==> src/rtl/instruction_cache_pkg.sv <==
// Shared definitions for the instruction cache: datapath word size,
// default geometry with derived address-field widths, and FSM states.
package instruction_cache_pkg;

    localparam int WORD_SIZE     = 16;
    localparam int IC_LINE_WORDS = 4;
    localparam int IC_NUM_LINES  = 4;

    localparam int IC_OFFSET_W = $clog2(IC_LINE_WORDS);
    localparam int IC_INDEX_W  = $clog2(IC_NUM_LINES);
    localparam int IC_TAG_W    = WORD_SIZE - IC_OFFSET_W - IC_INDEX_W;

    typedef enum logic {
        IC_IDLE = 1'b0,
        IC_FILL = 1'b1
    } ic_state_e;

endpackage

==> src/rtl/sat_counter.sv <==
// Up-counter that sticks at all-ones instead of wrapping; used for the
// cache hit/miss performance counters.
module sat_counter #(
    parameter int WIDTH = 16
) (
    input  logic             clk,
    input  logic             reset_n,
    input  logic             inc,
    output logic [WIDTH-1:0] count
);

    always_ff @(posedge clk or negedge reset_n) begin
        if (!reset_n) begin
            count <= '0;
        end else if (inc && (count != '1)) begin
            count <= count + 1'b1;
        end
    end

endmodule

==> src/rtl/instruction_cache.sv <==
// Direct-mapped read-only instruction cache: zero-latency hits, and a
// whole-line fill from instruction memory on a miss while fetch is stalled.
module instruction_cache #(
    parameter int WORD_SIZE  = instruction_cache_pkg::WORD_SIZE,
    parameter int LINE_WORDS = instruction_cache_pkg::IC_LINE_WORDS,
    parameter int NUM_LINES  = instruction_cache_pkg::IC_NUM_LINES
) (
    input  logic                             clk,
    input  logic                             reset_n,
    input  logic                             i_read,
    input  logic [WORD_SIZE-1:0]             i_address,
    output logic [WORD_SIZE-1:0]             i_data,
    output logic                             i_ready,
    output logic                             m_read,
    output logic [WORD_SIZE-1:0]             m_address,
    input  logic [WORD_SIZE*LINE_WORDS-1:0]  m_data,
    input  logic                             m_ack,
    output logic [WORD_SIZE-1:0]             num_hit,
    output logic [WORD_SIZE-1:0]             num_miss
);

    import instruction_cache_pkg::*;

    localparam int OFFSET_W = $clog2(LINE_WORDS);
    localparam int INDEX_W  = $clog2(NUM_LINES);
    localparam int TAG_W    = WORD_SIZE - OFFSET_W - INDEX_W;

    ic_state_e state_q, state_d;
    logic [WORD_SIZE-1:0] fill_addr_q;

    logic                 valid_q [NUM_LINES];
    logic [TAG_W-1:0]     tag_q   [NUM_LINES];
    logic [WORD_SIZE-1:0] data_q  [NUM_LINES][LINE_WORDS];

    logic [OFFSET_W-1:0] req_offset;
    logic [INDEX_W-1:0]  req_index;
    logic [TAG_W-1:0]    req_tag;
    logic [INDEX_W-1:0]  fill_index;
    logic [TAG_W-1:0]    fill_tag;

    logic hit;
    logic miss;
    logic fill_done;

    assign req_offset = i_address[OFFSET_W-1:0];
    assign req_index  = i_address[OFFSET_W +: INDEX_W];
    assign req_tag    = i_address[WORD_SIZE-1 -: TAG_W];
    assign fill_index = fill_addr_q[OFFSET_W +: INDEX_W];
    assign fill_tag   = fill_addr_q[WORD_SIZE-1 -: TAG_W];

    // Lookups are only honoured in IDLE, so i_address changes during a fill are ignored.
    always_comb begin
        hit       = i_read && valid_q[req_index] && (tag_q[req_index] == req_tag)
                    && (state_q == IC_IDLE);
        miss      = i_read && !hit && (state_q == IC_IDLE);
        fill_done = (state_q == IC_FILL) && m_ack;
        i_ready   = !i_read || hit;
        i_data    = hit ? data_q[req_index][req_offset] : '0;
    end

    always_comb begin
        state_d   = state_q;
        m_read    = 1'b0;
        m_address = '0;
        case (state_q)
            IC_IDLE: begin
                if (miss) begin
                    state_d = IC_FILL;
                end
            end
            IC_FILL: begin
                m_read    = 1'b1;
                m_address = fill_addr_q;
                if (m_ack) begin
                    state_d = IC_IDLE;
                end
            end
            default: state_d = IC_IDLE;
        endcase
    end

    always_ff @(posedge clk or negedge reset_n) begin
        if (!reset_n) begin
            state_q     <= IC_IDLE;
            fill_addr_q <= '0;
            for (int unsigned n = 0; n < NUM_LINES; n++) begin
                valid_q[n] <= 1'b0;
            end
        end else begin
            state_q <= state_d;
            if (miss) begin
                fill_addr_q <= {i_address[WORD_SIZE-1:OFFSET_W], {OFFSET_W{1'b0}}};
            end
            if (fill_done) begin
                valid_q[fill_index] <= 1'b1;
            end
        end
    end

    // fill_done needs state FILL, which reset forces to IDLE, so a coincident
    // m_ack and reset never writes these unreset arrays.
    always_ff @(posedge clk) begin
        if (fill_done) begin
            tag_q[fill_index] <= fill_tag;
            for (int unsigned k = 0; k < LINE_WORDS; k++) begin
                data_q[fill_index][k] <= m_data[k*WORD_SIZE +: WORD_SIZE];
            end
        end
    end

    sat_counter #(.WIDTH(WORD_SIZE)) u_hit_counter (
        .clk     (clk),
        .reset_n (reset_n),
        .inc     (hit),
        .count   (num_hit)
    );

    sat_counter #(.WIDTH(WORD_SIZE)) u_miss_counter (
        .clk     (clk),
        .reset_n (reset_n),
        .inc     (miss),
        .count   (num_miss)
    );

endmodule

==> config.mk <==
export PLATFORM = sky130hd
export DESIGN_NAME = instruction_cache
export DESIGN_NICKNAME = d
export VERILOG_FILES = /design/src/rtl/instruction_cache_pkg.sv /design/src/rtl/sat_counter.sv /design/src/rtl/instruction_cache.sv
export SDC_FILE = /design/constraint.sdc
export NUM_CORES = 1
export LEC_CHECK = 0
export CELL_PAD_IN_SITES_DETAIL_PLACEMENT = 0
export CELL_PAD_IN_SITES_GLOBAL_PLACEMENT = 1
export CORE_UTILIZATION = 44
export DETAILED_ROUTE_END_ITERATION = 8
export GPL_ROUTABILITY_DRIVEN = 1
export PLACE_DENSITY = 0.78
export SETUP_SLACK_MARGIN = 0.5
export SLEW_MARGIN = 40
export SYNTH_ARGS = -nofsm -noshare
export SYNTH_HDL_FRONTEND = slang
export SYNTH_HIERARCHICAL = 1
export SYNTH_SLANG_ARGS = --single-unit
==> constraint.sdc <==
create_clock -name clk -period 3.9 [get_ports clk]
set_input_delay 0.78 -clock clk [delete_from_list [all_inputs] [get_ports clk]]
set_output_delay 0.78 -clock clk [all_outputs]
set_load 0.1 [all_outputs]
==> results.md <==
- Area grow syn2layout: 24.7%
- PD cells: 516 nW/um^2
- Number of global-route vias before repair: 7547
- CP required: 3.12 ns
- # port buffers: 147
- Worst path cell trace: buf_16, mux4_2, xnor2_1, nand4_1, a2111o_2, buf_12, buf_16, nor2b_4, buf_12
- 1st-pass router iterations: 4
- Commonest cells after routing, fill and taps aside: 304 x edfxtp_1, 91 x mux4_2, 77 x clkdlybuf4s50_1
- Row cnt: 65
- Critical path class: input pin to output port
- Relative slew slack: 52.5%
- WL/cell: 21.0 um
- Max-slew violations: 0
- ANT nets after route: 0
- H-Tree Depth: 2
- Placed Area: 16400 um^2
- CTS Buffer Depth: 3
- Fin crit period: 3.61 ns
- Synth Warn #: 6
- Static Leak: 0.00612 uW
- Post-DP HPWL: 16500 um
- Setup TNS: 0 ns
- Placer Congestion: 0.753
- GR Util All Layers: 17.6%
- CTS tree: yes
- R2R cell count: 12
- DIE HEIGHT: 182 um
- Critical Path Sink Type: output port
- Avg Cell Area, Syn: 20.9 um^2
- #FFs+latches synth: 355
- Number of max-cap violations: 0
- Worst-Skew Late Latency: 0.51 ns
- RSZ-0062 raised after global routing: yes
- Ys async rst share: 14.4%
- Final Setup Violations: 0
- Synth Instances: 684
- Worst-Margin Slew: 0.711 ns
- Layout cells sized above 1: 34.0%
- Detailed-route DRC error count: 0
- Initial antenna violation count: 1
- Fin crit share: 92.6%
- Hold crit path type: input pin to asynchronous set/reset pin
- Commonest non-fill, non-tap cell in the layout: edfxtp_1
- Max Freq: 0.277 GHz
- Slowest CP cell: mux4_2
- Boundary pin count: 150
- DR iter-0 viols: 508
- Post-synthesis sequential area ratio: 72.8%
- Starting Density: 45.0%
- Via Count: 7029
- GR Overflow Total: 0
- TritonCTS Buffers: 38
- Die Wd: 182 um
- Status: complete, no violations
- Final WL: 27900 um
- DR vias/cell: 5.29
- Placeable Area: 31800 um^2
- Max incr delay on CP: 0.51 ns
- WP data arrival: 2.83 ns
- Sink Count: 355
- Largest net degree at the start of global routing: 78
- Post-route insts no fill: 1328
- Cell variety after synth: 48
- Clk_skew: 0.0144 ns
- Final hold viol count: 0
- Critical path peak fanout: 8
- First-pass GRT wire length: 44500 um
- Clock slew at reported path FFs: 0.06 ns
- Mapped cell area: 14300 um^2
- Placed Cells incl. Taps: 1253
- Worst vdd ir: 0.369 mV
- EDFF count, synth: 304
- Crit start category: input pin
- Most used DFF post-synth: edfxtp_1
- Fin area: 17800 um^2
- Post-layout util: 56.1%
- Die area: 33200 um^2
- Fin nets: 952
- Cts hold-fix bufs: 0
- Root Buffer: clkbuf_16
[state kept, by name (all words and copies together), names as in the netlist]
signal,count
state_q,1
u_hit_counter/count,16
data_q,256
u_miss_counter/count,16
tag_q,48
valid_q,4
fill_addr_q,14
[cells by family after synthesis]
group	Yosys count	synth area share [%]
buffers and inverters	34	1.28
xor gates and xnor gates	27	1.65
DFF	355	72.8
AOI/OAI and AO/OA	30	1.70
adders and majority gates	2	0.175
muxes	113	16.5
and+or+nand+nor	122	5.86
other	1	0.0262
[power by group]
part | total, uW | leakage [uW] | switching (uW) | internal (uW)
Sequential | 4560 | 0.00341 | 142 | 4420
Clock | 3400 | 0.000570 | 1370 | 2030
Combinational | 1240 | 0.00214 | 797 | 442
Total | 9200 | 0.00612 | 2310 | 6890
[through the flow]
step                      setup WS (ns)  hold WS (ns)  total power, uW
after floorplan                   0.125         0.434             5490
after global placement           0.0362         0.461             5880
after detailed placement         0.0272         0.463             5870
after CTS                         0.288         0.288             9320
after global routing              0.211         0.318             9550
final                             0.290         0.275             9200
[worst paths after layout]
kind                       slack (ns)          from                       to
min                              0.28       reset_n  u_hit_counter/count[12]
min in group clk                 0.48    valid_q[0]               valid_q[0]
max in group asynchronous        2.80       reset_n          fill_addr_q[15]
min reg2reg                      0.48    valid_q[0]               valid_q[0]
max reg2reg                      0.71   tag_q[3][9]  u_hit_counter/count[15]
max                              0.29  i_address[2]                i_data[1]
[cell type report]
type                    count  area [um^2]
diodes                      1         2.50
clock buffers              48         1010
clock inverters            18          174
fillers                  2409        14000
inverters                   4         18.8
multi-input cells         296         3830
flip-flops and latches    355        10400
well taps                 435          544
repair buffers            171         1840
[metal layers]
metal / wire, um / up-vias / GRT usage, %
li1: - / 3186 / -
met3: 1220 / 38 / 2.83
met4: 469 / 2 / 4.47
met1: 12500 / 3645 / 25.1
met5: 13 / - / 0
met2: 13700 / 158 / 28.5
[Yosys cell counts (2+ instances only)]
| cell type | number | share of area, % |
|---|---|---|
| nor4_4 | 2 | 0.30 |
| nand4_1 | 20 | 0.88 |
| xnor2_1 | 22 | 1.3 |
| mux4_2 | 84 | 13 |
| nand2b_1 | 4 | 0.17 |
| nand2_1 | 9 | 0.24 |
| dfrtp_1 | 51 | 8.9 |
| or2_2 | 4 | 0.17 |
| nand3_4 | 4 | 0.49 |
| edfxtp_1 | 304 | 64 |
| nor2b_1 | 11 | 0.48 |
| o21ai_0 | 2 | 0.070 |
| inv_1 | 4 | 0.10 |
| buf_1 | 2 | 0.053 |
| nor3_1 | 2 | 0.070 |
| and3_2 | 2 | 0.10 |
| clkbuf_1 | 14 | 0.37 |
| a41oi_1 | 4 | 0.24 |
| buf_6 | 2 | 0.16 |
| a32oi_1 | 2 | 0.12 |
| nor2_1 | 16 | 0.42 |
| nand3_2 | 4 | 0.28 |
| a21oi_1 | 6 | 0.21 |
| and3_1 | 4 | 0.17 |
| buf_4 | 2 | 0.10 |
| mux2_4 | 12 | 1.3 |
| mux2i_1 | 3 | 0.21 |
| buf_2 | 8 | 0.28 |
| xor2_1 | 5 | 0.31 |
| nor4_2 | 2 | 0.17 |
| o31ai_4 | 2 | 0.30 |
| mux4_1 | 7 | 1.3 |
| nand4_4 | 2 | 0.30 |
| mux2_2 | 7 | 0.55 |
| ha_1 | 2 | 0.17 |
| nand3_1 | 12 | 0.42 |
| and4_1 | 4 | 0.24 |
| buf_8 | 2 | 0.21 |
| and2b_1 | 6 | 0.31 |
| and2_1 | 13 | 0.57 |
| a31oi_1 | 4 | 0.17 |
| o21a_1 | 6 | 0.31 |
[timing repair]
item | CTS | global route
buffers inserted | 4 | 0
endpoints found under the setup margin | 17 | 18
resized for setup | 22 | 1
pin swaps | 5 | 0
cloned | 4 | 0
[critical path: cells and delay by family]
family	cells	cell delay (ns)
AOI/OAI and AO/OA	1	0.47
xor gates and xnor gates	1	0.19
and+or+nand+nor	2	0.26
muxes	1	0.51
buffers and inverters	4	0.60
(Power assumes the default switching activity.)
